`src/rtl/serial_adder_ctrl_pkg.sv`:
```
// Shared definitions for the bit-serial adder controller.
// FSM state codes match the legacy encoding: idle=0, run=1, done=2.
package serial_adder_ctrl_pkg;

   typedef enum logic [1:0] {
      StIdle = 2'd0,
      StRun  = 2'd1,
      StDone = 2'd2
   } state_e;

endpackage

```
`src/rtl/one_bit_adder.sv`:
```
// Existing one-bit full-adder cell, time-shared by serial_adder_ctrl.
module one_bit_adder (
   input  logic a,
   input  logic b,
   input  logic cin,
   output logic s,
   output logic cout
);

   assign s    = a ^ b ^ cin;
   assign cout = (a & b) | (a & cin) | (b & cin);

endmodule

```
`src/rtl/serial_adder_ctrl.sv`:
```
// Bit-serial WIDTH-bit adder controller around one one_bit_adder cell, LSB first.
// Define SERIAL_SUB_EN to add the sub port (A-B via inverted B and carry-in of 1).
module serial_adder_ctrl
   import serial_adder_ctrl_pkg::*;
#(
   parameter int unsigned WIDTH = 8
) (
   input  logic             clk,
   input  logic             rst_n,
   input  logic             start,
   input  logic [WIDTH-1:0] a,
   input  logic [WIDTH-1:0] b,
`ifdef SERIAL_SUB_EN
   input  logic             sub,
`endif
   output logic             ready,
   output logic             busy,
   output logic             done,
   output logic [WIDTH-1:0] sum,
   output logic             cout
);

   localparam int unsigned CntW = $clog2(WIDTH);
   localparam logic [CntW-1:0] LastCnt = CntW'(WIDTH - 1);

   state_e           state_q, state_d;
   logic [WIDTH-1:0] a_sh_q, a_sh_d;
   logic [WIDTH-1:0] b_sh_q, b_sh_d;
   logic [WIDTH-1:0] sum_sh_q, sum_sh_d;
   logic [WIDTH-1:0] sum_q, sum_d;
   logic             carry_q, carry_d;
   logic             cout_q, cout_d;
   logic [CntW-1:0]  cnt_q, cnt_d;
   logic             cell_s, cell_cout;
   logic             sub_op;

`ifdef SERIAL_SUB_EN
   assign sub_op = sub;
`else
   assign sub_op = 1'b0;
`endif

   one_bit_adder u_cell (
      .a    (a_sh_q[0]),
      .b    (b_sh_q[0]),
      .cin  (carry_q),
      .s    (cell_s),
      .cout (cell_cout)
   );

   always_comb begin
      state_d  = state_q;
      a_sh_d   = a_sh_q;
      b_sh_d   = b_sh_q;
      sum_sh_d = sum_sh_q;
      sum_d    = sum_q;
      carry_d  = carry_q;
      cout_d   = cout_q;
      cnt_d    = cnt_q;
      ready    = 1'b0;
      busy     = 1'b0;
      done     = 1'b0;
      unique case (state_q)
         StIdle: begin
            ready = 1'b1;
            if (start) begin
               a_sh_d  = a;
               // Subtraction is A + ~B + 1: invert B and seed the carry.
               b_sh_d  = sub_op ? ~b : b;
               carry_d = sub_op;
               cnt_d   = '0;
               state_d = StRun;
            end
         end
         StRun: begin
            busy     = 1'b1;
            sum_sh_d = {cell_s, sum_sh_q[WIDTH-1:1]};
            carry_d  = cell_cout;
            a_sh_d   = a_sh_q >> 1;
            b_sh_d   = b_sh_q >> 1;
            if (cnt_q == LastCnt) begin
               sum_d   = {cell_s, sum_sh_q[WIDTH-1:1]};
               cout_d  = cell_cout;
               state_d = StDone;
            end else begin
               cnt_d = cnt_q + 1'b1;
            end
         end
         StDone: begin
            done    = 1'b1;
            state_d = StIdle;
         end
         default: state_d = StIdle;
      endcase
   end

   always_ff @(posedge clk or negedge rst_n) begin
      if (!rst_n) begin
         state_q  <= StIdle;
         a_sh_q   <= '0;
         b_sh_q   <= '0;
         sum_sh_q <= '0;
         sum_q    <= '0;
         carry_q  <= 1'b0;
         cout_q   <= 1'b0;
         cnt_q    <= '0;
      end else begin
         state_q  <= state_d;
         a_sh_q   <= a_sh_d;
         b_sh_q   <= b_sh_d;
         sum_sh_q <= sum_sh_d;
         sum_q    <= sum_d;
         carry_q  <= carry_d;
         cout_q   <= cout_d;
         cnt_q    <= cnt_d;
      end
   end

   assign sum  = sum_q;
   assign cout = cout_q;

endmodule

```
`config.mk`:
```
export PLATFORM = sky130hd
export DESIGN_NAME = serial_adder_ctrl
export DESIGN_NICKNAME = d
export VERILOG_FILES = /design/src/rtl/serial_adder_ctrl_pkg.sv /design/src/rtl/one_bit_adder.sv /design/src/rtl/serial_adder_ctrl.sv
export SDC_FILE = /design/constraint.sdc
export NUM_CORES = 1
export LEC_CHECK = 0
export BUFFER_PORTS_ARGS = -buffer_cell sky130_fd_sc_hd__buf_2
export CELL_PAD_IN_SITES_DETAIL_PLACEMENT = 0
export CELL_PAD_IN_SITES_GLOBAL_PLACEMENT = 2
export CORE_UTILIZATION = 35
export DETAILED_ROUTE_END_ITERATION = 7
export MAX_ROUTING_LAYER = met4
export PLACE_DENSITY_LB_ADDON = 0.08
export SETUP_SLACK_MARGIN = 0.3
export SLEW_MARGIN = 10
export SYNTH_ARGS = -nofsm -noshare
export SYNTH_HDL_FRONTEND = slang
export SYNTH_HIERARCHICAL = 1
export SYNTH_SLANG_ARGS = --single-unit
```
`constraint.sdc`:
```
create_clock -name clk -period 1.7 [get_ports clk]
set_input_delay 0.34 -clock clk [delete_from_list [all_inputs] [get_ports clk]]
set_output_delay 0.34 -clock clk [all_outputs]
set_load 0.02 [all_outputs]
```
==> flow_metrics.tcl <==
set metrics [dict create \
    status "finished with violations" \
    violations "negative hold slack" \
    arrival_ps 1110 \
    cts_tree "built" \
    power_density_nw_per_um2 1830 \
    multi_input_area_um2 838 \
    drive_gt1_share_pct 43.1 \
    die-width_um 72.0 \
    drc 0 \
    yosys-top-cells-area "dfrtp_1, nor3_1, mux2_2" \
    drv_slew 0 \
    clkLatencyLatePin_ps 290 \
    synth_area_um2 1720 \
    p_leak_nw 1.08 \
    seq_power_share_pct 38.7 \
    start_util_pct 36.3 \
    rows 25 \
    synth_nets 183 \
    cp-end-kind "primary output" \
    final-setup-viol-count 0 \
    core_um2 4720 \
    synth_top_area_share_pct 55.4 \
    clockBufferDepth 2 \
    fin_crit_sh_pct 85.5 \
    clock-root-buffer "clkbuf_8" \
    finalNonFillerCells 278 \
    start_kind "flip-flop" \
    area_growth_pct 36.4 \
    synth-seq-area-share_pct 55.4 \
    seq_area_um2 953 \
    worst_slew_pin_slew_ps 463 \
    crit_buf_inv 3 \
    dp_hpwl_um 2720 \
    grt_pass1_vias 1311 \
    critPathTopFamily "flip-flops" \
    pwr-share-comb_pct 47.5 \
    crit_chain "buf_6 > clkinvlp_4 > nor2_1 > buf_4" \
    ys_seq_elements 38 \
    antenna_found_initial 0 \
    hold_buffers 0 \
    net-switching-power_mw 1.66 \
    grt_max_degree 20 \
    drt-total-wl_um 4390 \
    max_slew_margin_pct 69.1 \
    rsz0062_at_grt "true" \
    syn_area_per_cell_um2 10.7 \
    critPathMaxFanout 5 \
    internal-power_mw 2.62 \
    cp_slowest_cell "dfrtp_2" \
    crit_required_ps 1360 \
    path_clk_slew_ps 70 \
    hp-class "input port to async pin" \
    max-vdd-ir-drop_mv 0.844 \
    routedWlPerCell_um 15.8 \
    final_nets 233 \
    path_class "flip-flop to primary output" \
    grt_pass1_wl_um 6730 \
    syn_inst 161 \
    p_clk_share_pct 13.7 \
    ioPinCount 31 \
    routed_via_density 5.05 \
    skew_ps 7.20 \
    num_antenna_cells 0 \
    cts_max_level 2 \
    nFillCells 457 \
    slowest_delay_ps 410 \
    grt.total_usage_pct 18.0 \
    die_y_um 72.0 \
    gr-total-overflow 0 \
    fin_setup_tns_ps 0 \
    ys_types 24 \
    whs_ps -7.22 \
    switching_share_pct 38.8 \
    final_core_util_pct 49.5 \
    vias 1403 \
    numCtsBuffers 5 \
    hold_viol_final 8 \
    fmax_mhz 688 \
    dp.cells 255 \
    drtAntennaViolNets 0 \
    drt_iter0_markers 106 \
    clkSinkCount 38 \
    dr.pass1.iters 4 \
    min_period_ps 1450 \
    gp_congestion 0.790 \
    max_cap_viol_count 0 \
    yosysWarnings 6 \
    yosys.area.top_type "dfrtp_1" \
    port_buffers 30 \
    dieArea_um2 5190 \
]
-- worst reg2reg max path: cells and delay by family (launching register included) --
family / cells / cell delay (ps)
multiplexers: 1 / 270
adder cells (fa/ha/maj): 2 / 440
flip-flops: 1 / 380
AO/OA/AOI/OAI: 1 / 180
AND/OR/NAND/NOR: 1 / 50
-- timing repair --
action                                  4_1_cts  5_1_grt
cloned                                        1        1
pin swaps                                     1        4
setup buffers                                11        3
hold endpoints to repair                      0        0
gates resized for setup                      14       31
endpoints found under the setup margin       15       26
-- power by group through the flow --
stage          logic (mW)  registers [mW]  clock network, mW
2_1_floorplan        1.05            1.69                  0
3_3_place_gp         1.51            1.65                  0
3_5_place_dp         1.54            1.66                  0
4_1_cts              1.80            1.64              0.601
5_1_grt              2.23            1.71              0.644
6_report             2.04            1.66              0.588
-- area by class of cell --
type | instances | share of cell area, %
Inverter | 4 | 1.12
Tap cell | 67 | 3.58
Multi-Input combinational cell | 111 | 35.8
Sequential cell | 38 | 40.7
Timing Repair Buffer | 51 | 15.5
Clock buffer | 7 | 3.26
-- kinds of logic (layout without fill, tap and decap cells) --
kind of cell    count (synthesis)  after routing  synth area share, %
mux                            11             11                 7.15
compound gates                 29             29                 11.9
flops                          38             38                 55.4
fa+ha+maj                       3              3                 2.63
buf+inv                        14             62                 4.38
simple gates                   66             68                 18.5
-- per-layer routing --
layer,track usage (%),share of wire [%]
met1,25.0,48
met2,26.2,46
met3,4.44,4.6
met4,5.23,0.77
met5,-,0
-- state kept, by name, summed over array words and instances, names as in the netlist --
name	flops
a_sh_q	8
b_sh_q	8
sum	8
sum_sh_q	7
cnt_q	3
state_q	2
carry_q	1
cout	1
-- Yosys cell counts --
library cell,n
buf_6,1
buf_2,5
nor3_1,27
nor2b_1,1
inv_1,3
nand2_8,1
ha_1,2
inv_6,1
or2_1,1
o32ai_1,5
o22ai_1,14
buf_4,1
nand2_1,24
o21ai_0,4
a22o_1,6
mux2_2,10
clkbuf_1,2
fa_1,1
nand2b_2,1
buf_1,1
mux2i_1,1
nor2_1,10
nand2b_4,1
dfrtp_1,38
-- worst paths after layout --
kind / to / from / cells after the start / slack [ps]
max: done / state_q[1] / 4 / 250
min: a_sh_q[2] / rst_n / 1 / -7
max reg2reg: cnt_q[0] / cnt_q[0] / 5 / 280
min reg2reg: sum_sh_q[1] / sum_sh_q[1] / 2 / 490
max in group asynchronous: state_q[0] / rst_n / 2 / 1170
min in group clk: b_sh_q[7] / b[7] / 3 / 290
-- through the flow --
step	setup slack (ps)	area [um2]	hold WS, ps	power (mW)
finish	246	2340	-7.22	4.29
global route	204	2340	15.6	4.58
CTS	229	2170	14.9	4.04
detailed placement	200	1950	325	3.20
global placement	275	1950	324	3.16
floorplan	323	1720	44.4	2.74
-- cells in the final DEF (no fill, tap or decap), types with 2 or more instances in the layout --
master     n
clkbuf_8   5
o32ai_1    4
inv_1      2
mux2_4     6
nor2_1     8
a22o_1     6
nand2_1   23
mux2_2     4
dfrtp_1   36
o22ai_2    2
buf_8      2
o22ai_1   12
buf_6      5
nor3_1    19
nand2b_4   3
nor3_2     8
clkbuf_1   2
o21ai_0    4
dfrtp_2    2
buf_4     16
nand2_8    2
buf_2     27
Note: power is estimated with default switching activity, not from simulation.
